File: src/rtl/pwm_compare_dt_16bits.sv
// pwm_compare_dt_16bits: compares the carrier against a shadowed compare value and drives a complementary gate pair with dead time
// Ports:
//   clk        system clock
//   reset      asynchronous, active-high reset
//   carrier    carrier count from the carrier generator
//   maskevent  single-cycle strobe that loads the shadow registers
//   compare    software compare value, shadowed on maskevent or while stopped
//   deadtime   software dead time in clk cycles, shadowed like compare
//   pwm_onoff  1 runs the leg, 0 forces both gates off
//   pwm_h      high-side gate, active high
//   pwm_l      low-side gate, active high
//   dt_active  high while either dead-time state is occupied
module pwm_compare_dt_16bits #(
    parameter int CNT_W = 16,
    parameter int DT_W  = 10
) (
    input  logic             clk,
    input  logic             reset,
    input  logic [CNT_W-1:0] carrier,
    input  logic             maskevent,
    input  logic [CNT_W-1:0] compare,
    input  logic [DT_W-1:0]  deadtime,
    input  logic             pwm_onoff,
    output logic             pwm_h,
    output logic             pwm_l,
    output logic             dt_active
);
    typedef enum logic [2:0] {OFF, DT_H, H_ON, DT_L, L_ON} state_t;
    state_t           state, state_nx;
    logic [CNT_W-1:0] compare_sh;
    logic [DT_W-1:0]  deadtime_sh, dt_cnt, dt_cnt_nx;
    logic             ref_q, enter;
    always_ff @(posedge clk or posedge reset)
        if (reset) begin
            compare_sh  <= '0;
            deadtime_sh <= '0;
        end else if (maskevent || !pwm_onoff) begin
            compare_sh  <= compare;
            deadtime_sh <= deadtime;
        end
    always_ff @(posedge clk or posedge reset)
        if (reset) ref_q <= 1'b0;
        else       ref_q <= carrier < compare_sh;
    // Every move toward the side ref_q selects starts a fresh dead time: OFF
    // entry, redirects out of a DT state and exits from an ON state share one
    // path. Unknown encodings fall into the same path and recover cleanly.
    always_comb begin
        enter = !(state inside {DT_H, H_ON, DT_L, L_ON})
             || ((state == DT_H || state == H_ON) && !ref_q)
             || ((state == DT_L || state == L_ON) &&  ref_q);
        state_nx  = state;
        dt_cnt_nx = dt_cnt;
        if (!pwm_onoff)
            state_nx = OFF;
        else if (enter) begin
            state_nx  = (deadtime_sh == '0) ? (ref_q ? H_ON : L_ON) : (ref_q ? DT_H : DT_L);
            dt_cnt_nx = (deadtime_sh == '0) ? '0 : deadtime_sh - DT_W'(1);
        end else if (state == DT_H || state == DT_L) begin
            if (dt_cnt == '0) state_nx = (state == DT_H) ? H_ON : L_ON;
            else              dt_cnt_nx = dt_cnt - DT_W'(1);
        end
    end
    // Outputs are registered from the next-state decode so they change on the
    // same edge as the state register and never glitch.
    always_ff @(posedge clk or posedge reset)
        if (reset) begin
            state     <= OFF;
            dt_cnt    <= '0;
            pwm_h     <= 1'b0;
            pwm_l     <= 1'b0;
            dt_active <= 1'b0;
        end else begin
            state     <= state_nx;
            dt_cnt    <= dt_cnt_nx;
            pwm_h     <= state_nx == H_ON;
            pwm_l     <= state_nx == L_ON;
            dt_active <= state_nx == DT_H || state_nx == DT_L;
        end
    a_gate_excl: assert property (@(posedge clk) disable iff (reset) !(pwm_h && pwm_l));
endmodule

File: config.mk
export PLATFORM = sky130hd
export DESIGN_NAME = pwm_compare_dt_16bits
export DESIGN_NICKNAME = d
export VERILOG_FILES = /design/src/rtl/pwm_compare_dt_16bits.sv
export SDC_FILE = /design/constraint.sdc
export NUM_CORES = 1
export LEC_CHECK = 0
export CORE_AREA = 5 5 80 82
export DETAILED_ROUTE_END_ITERATION = 7
export DIE_AREA = 0 0 85 87
export GPL_ROUTABILITY_DRIVEN = 0
export MAX_ROUTING_LAYER = met4
export PLACE_DENSITY_LB_ADDON = 0.3
export RECOVER_POWER = 50
export SLEW_MARGIN = 20
export SYNTH_ARGS = -nofsm -noshare
export SYNTH_HDL_FRONTEND = slang
export SYNTH_SLANG_ARGS = --single-unit
File: constraint.sdc
create_clock -name clk -period 1.95 [get_ports clk]
set_clock_uncertainty 0.15 [all_clocks]
set_input_delay 0.39 -clock clk [delete_from_list [all_inputs] [get_ports clk]]
set_output_delay 0.39 -clock clk [all_outputs]
set_load 0.01 [all_outputs]
# Yosys cells after proc, flatten, opt, wreduce, memory -nomap -nowiden
# Cells that the tools add are included.
[totals] out_inout_bits=3 ff_bits=43 word_cells=49 input_bits=46
[op_classes] eq_ne=9 order_cmp=1 muxes=12 addsub=2 n_reduce_logical=17
[op_table] operator="two-way mux 10 bit" count=4
[op_table] operator="two-way mux 3 bit" count=7
[op_table] operator="zero test 10 bit" count=2
[op_table] operator="subtractor 10 x 1 -> 10 bit, second input constant" count=2
[op_table] operator="< comparator 16 bit" count=1
[op_table] operator="equality test 3 x 2 -> 1 bit, second input constant" count=4
[op_table] operator="logical OR 1 bit" count=7
[op_table] operator="equality test 3 x 1 -> 1 bit, second input constant" count=2
[op_table] operator="equality test 3 bit, second input constant" count=2
[op_table] operator="nonzero test 4 bit" count=1
[op_table] operator="zero test 1 bit" count=3
[op_table] operator="AND reduction 3 bit" count=1
[op_table] operator="logical AND 1 bit" count=2
[op_table] operator="two-way mux 2 bit" count=1
[op_table] operator="inequality test 2 bit, second input constant" count=1
[op_table] operator="nonzero test 2 bit" count=1

# Longest topological paths before layout
[logic_depth] depth_word=9 ltp_mapped=8

# Worst setup path before layout
# No wires, ideal clock.
[synth_path] path_kind="flip-flop to flip-flop" from="register deadtime_sh[1]" to="register dt_cnt[7]" required_time_ns=1.674 arrival_time_ns=1.834 stages_incl_launch_ff=5 synth_period_minus_slack_ns=2.111 slack_ns=-0.161 setup_ns=0.126 path_cell_list="dfrtp_1 -> or4_4 -> or4_1 -> a21o_1 -> a221o_1"
[synth_via] elab_chain_cells=3 word_cells_on_any_way=4 classes_between="1 x add/sub; 2 x mux; 1 x reduce/logical"
[synth_rtl] element="start, declared" line="31" rtl="logic [DT_W-1:0] deadtime_sh, dt_cnt, dt_cnt_nx;"
[synth_rtl] element="start signal, assigned" line="39" rtl="deadtime_sh <= deadtime;"
[synth_rtl] element="subtractor 10 x 1 -> 10 bit or zero test 10 bit (tied branches)" line="57" rtl="dt_cnt_nx = (deadtime_sh == '0) ? '0 : deadtime_sh - DT_W'(1);"
[synth_rtl] element="two-way mux 10 bit (*)" line="57"
[synth_rtl] element="two-way mux 10 bit (*)" line="55" rtl="else if (enter) begin"
[synth_rtl] element="end signal, assigned" line="74" rtl="dt_cnt <= dt_cnt_nx;"
[synth_rtl] element="end, declared" line="31"
# Every way passes the cells marked *; elsewhere a longest branch is shown, timed or not.
# A chain may end at the register's enable or synchronous reset.

# Worst setup path in the final report
[layout_path] from="register deadtime_sh[3]" to="register dt_cnt[7]"
# The elaborated chain is that of the path after synthesis.

==> flow_metrics.py <==
metrics = {
    "placement": {
        "dp_hpwl_mm": 4.50,
        "numPortBuffers": 48,
        "dpl_cell_area_um2": 3460,
    },
    "power_and_ir_drop": {
        "p_sw_uw": 1080,
        "p_sw_share_pct": 33.0,
        "powerDensity_nw_per_um2": 861,
        "combPwrFrac_pct": 45.0,
        "clockPowerShare_pct": 19.5,
        "ir_drop_uv": 445,
        "p_int_uw": 2180,
        "total_leakage_power_uw": 0.00177,
        "seq_power_share_pct": 35.5,
    },
    "worst_setup_path": {
        "reg2reg_depth": 4,
        "endpoint_kind": "register",
        "critical_path_arrival_ns": 2.16,
        "reg2reg_to": "dt_cnt[7]",
        "cp-start-kind": "register",
        "reg2reg_slack_ns": -0.17,
        "startpoint": "deadtime_sh[3]",
        "cp.required_ns": 1.99,
        "worstSetupEndpoint": "dt_cnt[7]",
        "path_max_fanout": 2,
        "worstReg2RegStart": "deadtime_sh[3]",
        "worstSetupPathType": "reg2reg",
    },
    "route": {
        "drt-initial-drc-count": 73,
        "wl_mm": 6.16,
        "via_per_inst": 5.20,
        "wl_per_cell_um": 14.0,
        "drcViolationCount": 0,
        "ant_nets": 0,
        "first_pass_iters": 4,
        "num_vias": 2295,
    },
    "grt": {
        "globalRouteTotalUtil_pct": 18.0,
        "grt_pass1_vias": 2414,
        "grt_max_degree": 44,
        "grt_pass1_wl_mm": 10.6,
        "grt_antenna_before_repair": 0,
        "grt_overflow": 0,
    },
    "die": {
        "ios": 49,
        "start_util_pct": 44.3,
        "die_area_um2": 7400,
        "dieHeight_um": 87,
        "die_w_um": 85,
        "rows": 28,
        "core-area_um2": 5680,
    },
    "finish": {
        "drive_gt1_share_pct": 29.2,
        "multi_input_comb_area_um2": 1460,
        "seq_area_um2": 1080,
        "stdcell_area_um2": 3780,
        "num-fill-cells": 460,
        "layout.nets": 431,
        "syn2layout_area_growth_pct": 50.4,
        "final_cell_mix": "buf_4 (49), clkdlybuf4s50_1 (46), dfrtp_1 (43)",
        "final_common_cell": "buf_4",
        "utilization_pct": 66.7,
        "antennaDiodeCount": 0,
    },
    "yosys": {
        "synth_cells": 262,
        "synth-async-reset-ratio_pct": 100,
        "avgSynthCellArea_um2": 9.60,
        "synth_edf_count": 0,
        "synth_warnings": 0,
        "synthDistinctLibCells": 51,
        "synth-main-ff-cell": "dfrtp_1",
        "ys_ff_latch": 43,
        "seq_area_frac_synth_pct": 42.8,
        "syn-cell-area_um2": 2520,
        "synth_nets": 328,
    },
    "timing": {
        "postLayoutSetupSlackWorst_ns": -0.174,
        "hold_violations": 0,
        "period_share_pct": 109,
        "maxSlewViolCount": 0,
        "rsz0062_at_grt": "true",
        "setup_viol": 11,
        "period_minus_slack_ns": 2.12,
        "fmax_mhz": 471,
        "tightest_slew_ns": 1.07,
        "slew_headroom_pct": 28.5,
    },
    "cts": {
        "clk-insertion-delay-late_ns": 0.30,
        "path_clk_slew_ns": 0.09,
        "cts_tree": "built",
        "htree_num_levels": 2,
        "clockBufferDepth": 2,
        "postCtsHoldBufs": 0,
        "numCtsBuffers": 5,
        "root_buffer": "clkbuf_8",
        "clock-sinks": 43,
    },
    "status": {
        "failed_checks": "negative setup slack",
        "outcome": "complete, but fails checks",
    },
    "hold_path": {
        "hold_path.startpoint": "compare_sh[0]",
        "hold_path_class": "reg2reg",
    },
    "flow_run": {
        "cap_violations": 0,
    },
}
[power by group through the flow]
stage	clock, uW	combinational [uW]	sequential, uW
floorplan	0	645	1190
global placement	0	1280	1160
detailed placement	0	1300	1170
CTS	651	1450	1160
global route	678	1610	1180
finish	637	1460	1160
[registers in the layout (all words and copies together) (netlist names)]
name         count
pwm_l            1
pwm_h            1
deadtime_sh     10
ref_q            1
dt_active        1
state            3
dt_cnt          10
compare_sh      16
[worst min-delay path by stage]
stage,to,cells after the start
after floorplan,dt_cnt[4],1
after global placement,compare_sh[0],1
after detailed placement,compare_sh[0],1
after CTS,state[0],3
after global routing,compare_sh[0],1
final,compare_sh[0],1
[cells by family (layout without fill, tap and decap cells)]
logic type,after synthesis,in the layout,synth area share (%)
flip-flops,43,43,42.8
buffers and inverters,35,139,5.47
XOR/XNOR,6,6,2.09
adder cells (fa/ha/maj),20,20,9.95
AND/OR/NAND/NOR,73,73,14.8
multiplexers,11,11,4.87
AO/OA/AOI/OAI,74,74,20.1
[worst max-delay path, cell delays in order (launching register included)]
cell and delay, ns:
dfrtp_1 0.38, or4_4 0.54, or4_4 0.43, a21o_1 0.18, a221o_1 0.33
[through the flow]
step           worst slack, ns  hold WS, ns  total power (uW)  setup TNS (ns)  std cells
6_report                -0.174        0.366              3260          -0.749        441
4_1_cts                 -0.180        0.307              3260          -0.682        440
3_3_place_gp            -0.319        0.343              2440           -1.35        423
5_1_grt                 -0.206        0.384              3470           -2.88        441
3_5_place_dp            -0.454        0.348              2470           -1.60        423
2_1_floorplan           -0.153        0.330              1840          -0.158        262
[per-layer routing]
metal | track usage [%] | vias up | share of wire, %
li1 | - | 1145 | -
met5 | - | - | 0
met3 | 4.54 | 10 | 5.0
met4 | 3.74 | 0 | 0.89
met1 | 20.6 | 1090 | 43
met2 | 31.9 | 50 | 51
[final cells by class]
class                      instances  area share (%)
sequential                        43            28.4
tap                               75            2.48
timing repair buffer             105            25.2
multi-input combinational        184            38.5
clock buffer                       7            2.55
clock inverter                     1           0.198
inverter                          26            2.65
[what timing repair did]
item                                    4_1_cts  5_1_grt
setup buffers                                 9        2
pin swaps                                    18        7
endpoints found under the setup margin       15       16
endpoints found under the hold margin         0        0
gates resized for setup                      31        7
[Yosys cell counts (3+ instances only)]
master	number	area (um2)
dfrtp_1	43	1080
a21o_1	7	52.6
o22ai_1	3	18.8
o21ai_0	29	145
nand2b_1	5	31.3
ha_1	20	250
inv_1	26	97.6
xnor2_1	3	26.3
clkbuf_1	6	22.5
a21oi_1	7	35.0
a22o_1	3	26.3
o21a_1	3	22.5
nor2_1	12	45.0
xor2_1	3	26.3
nor3_1	7	35.0
nand2_1	25	93.8
nand3_1	6	30.0
mux2_2	10	113
(Power assumes the default switching activity.)
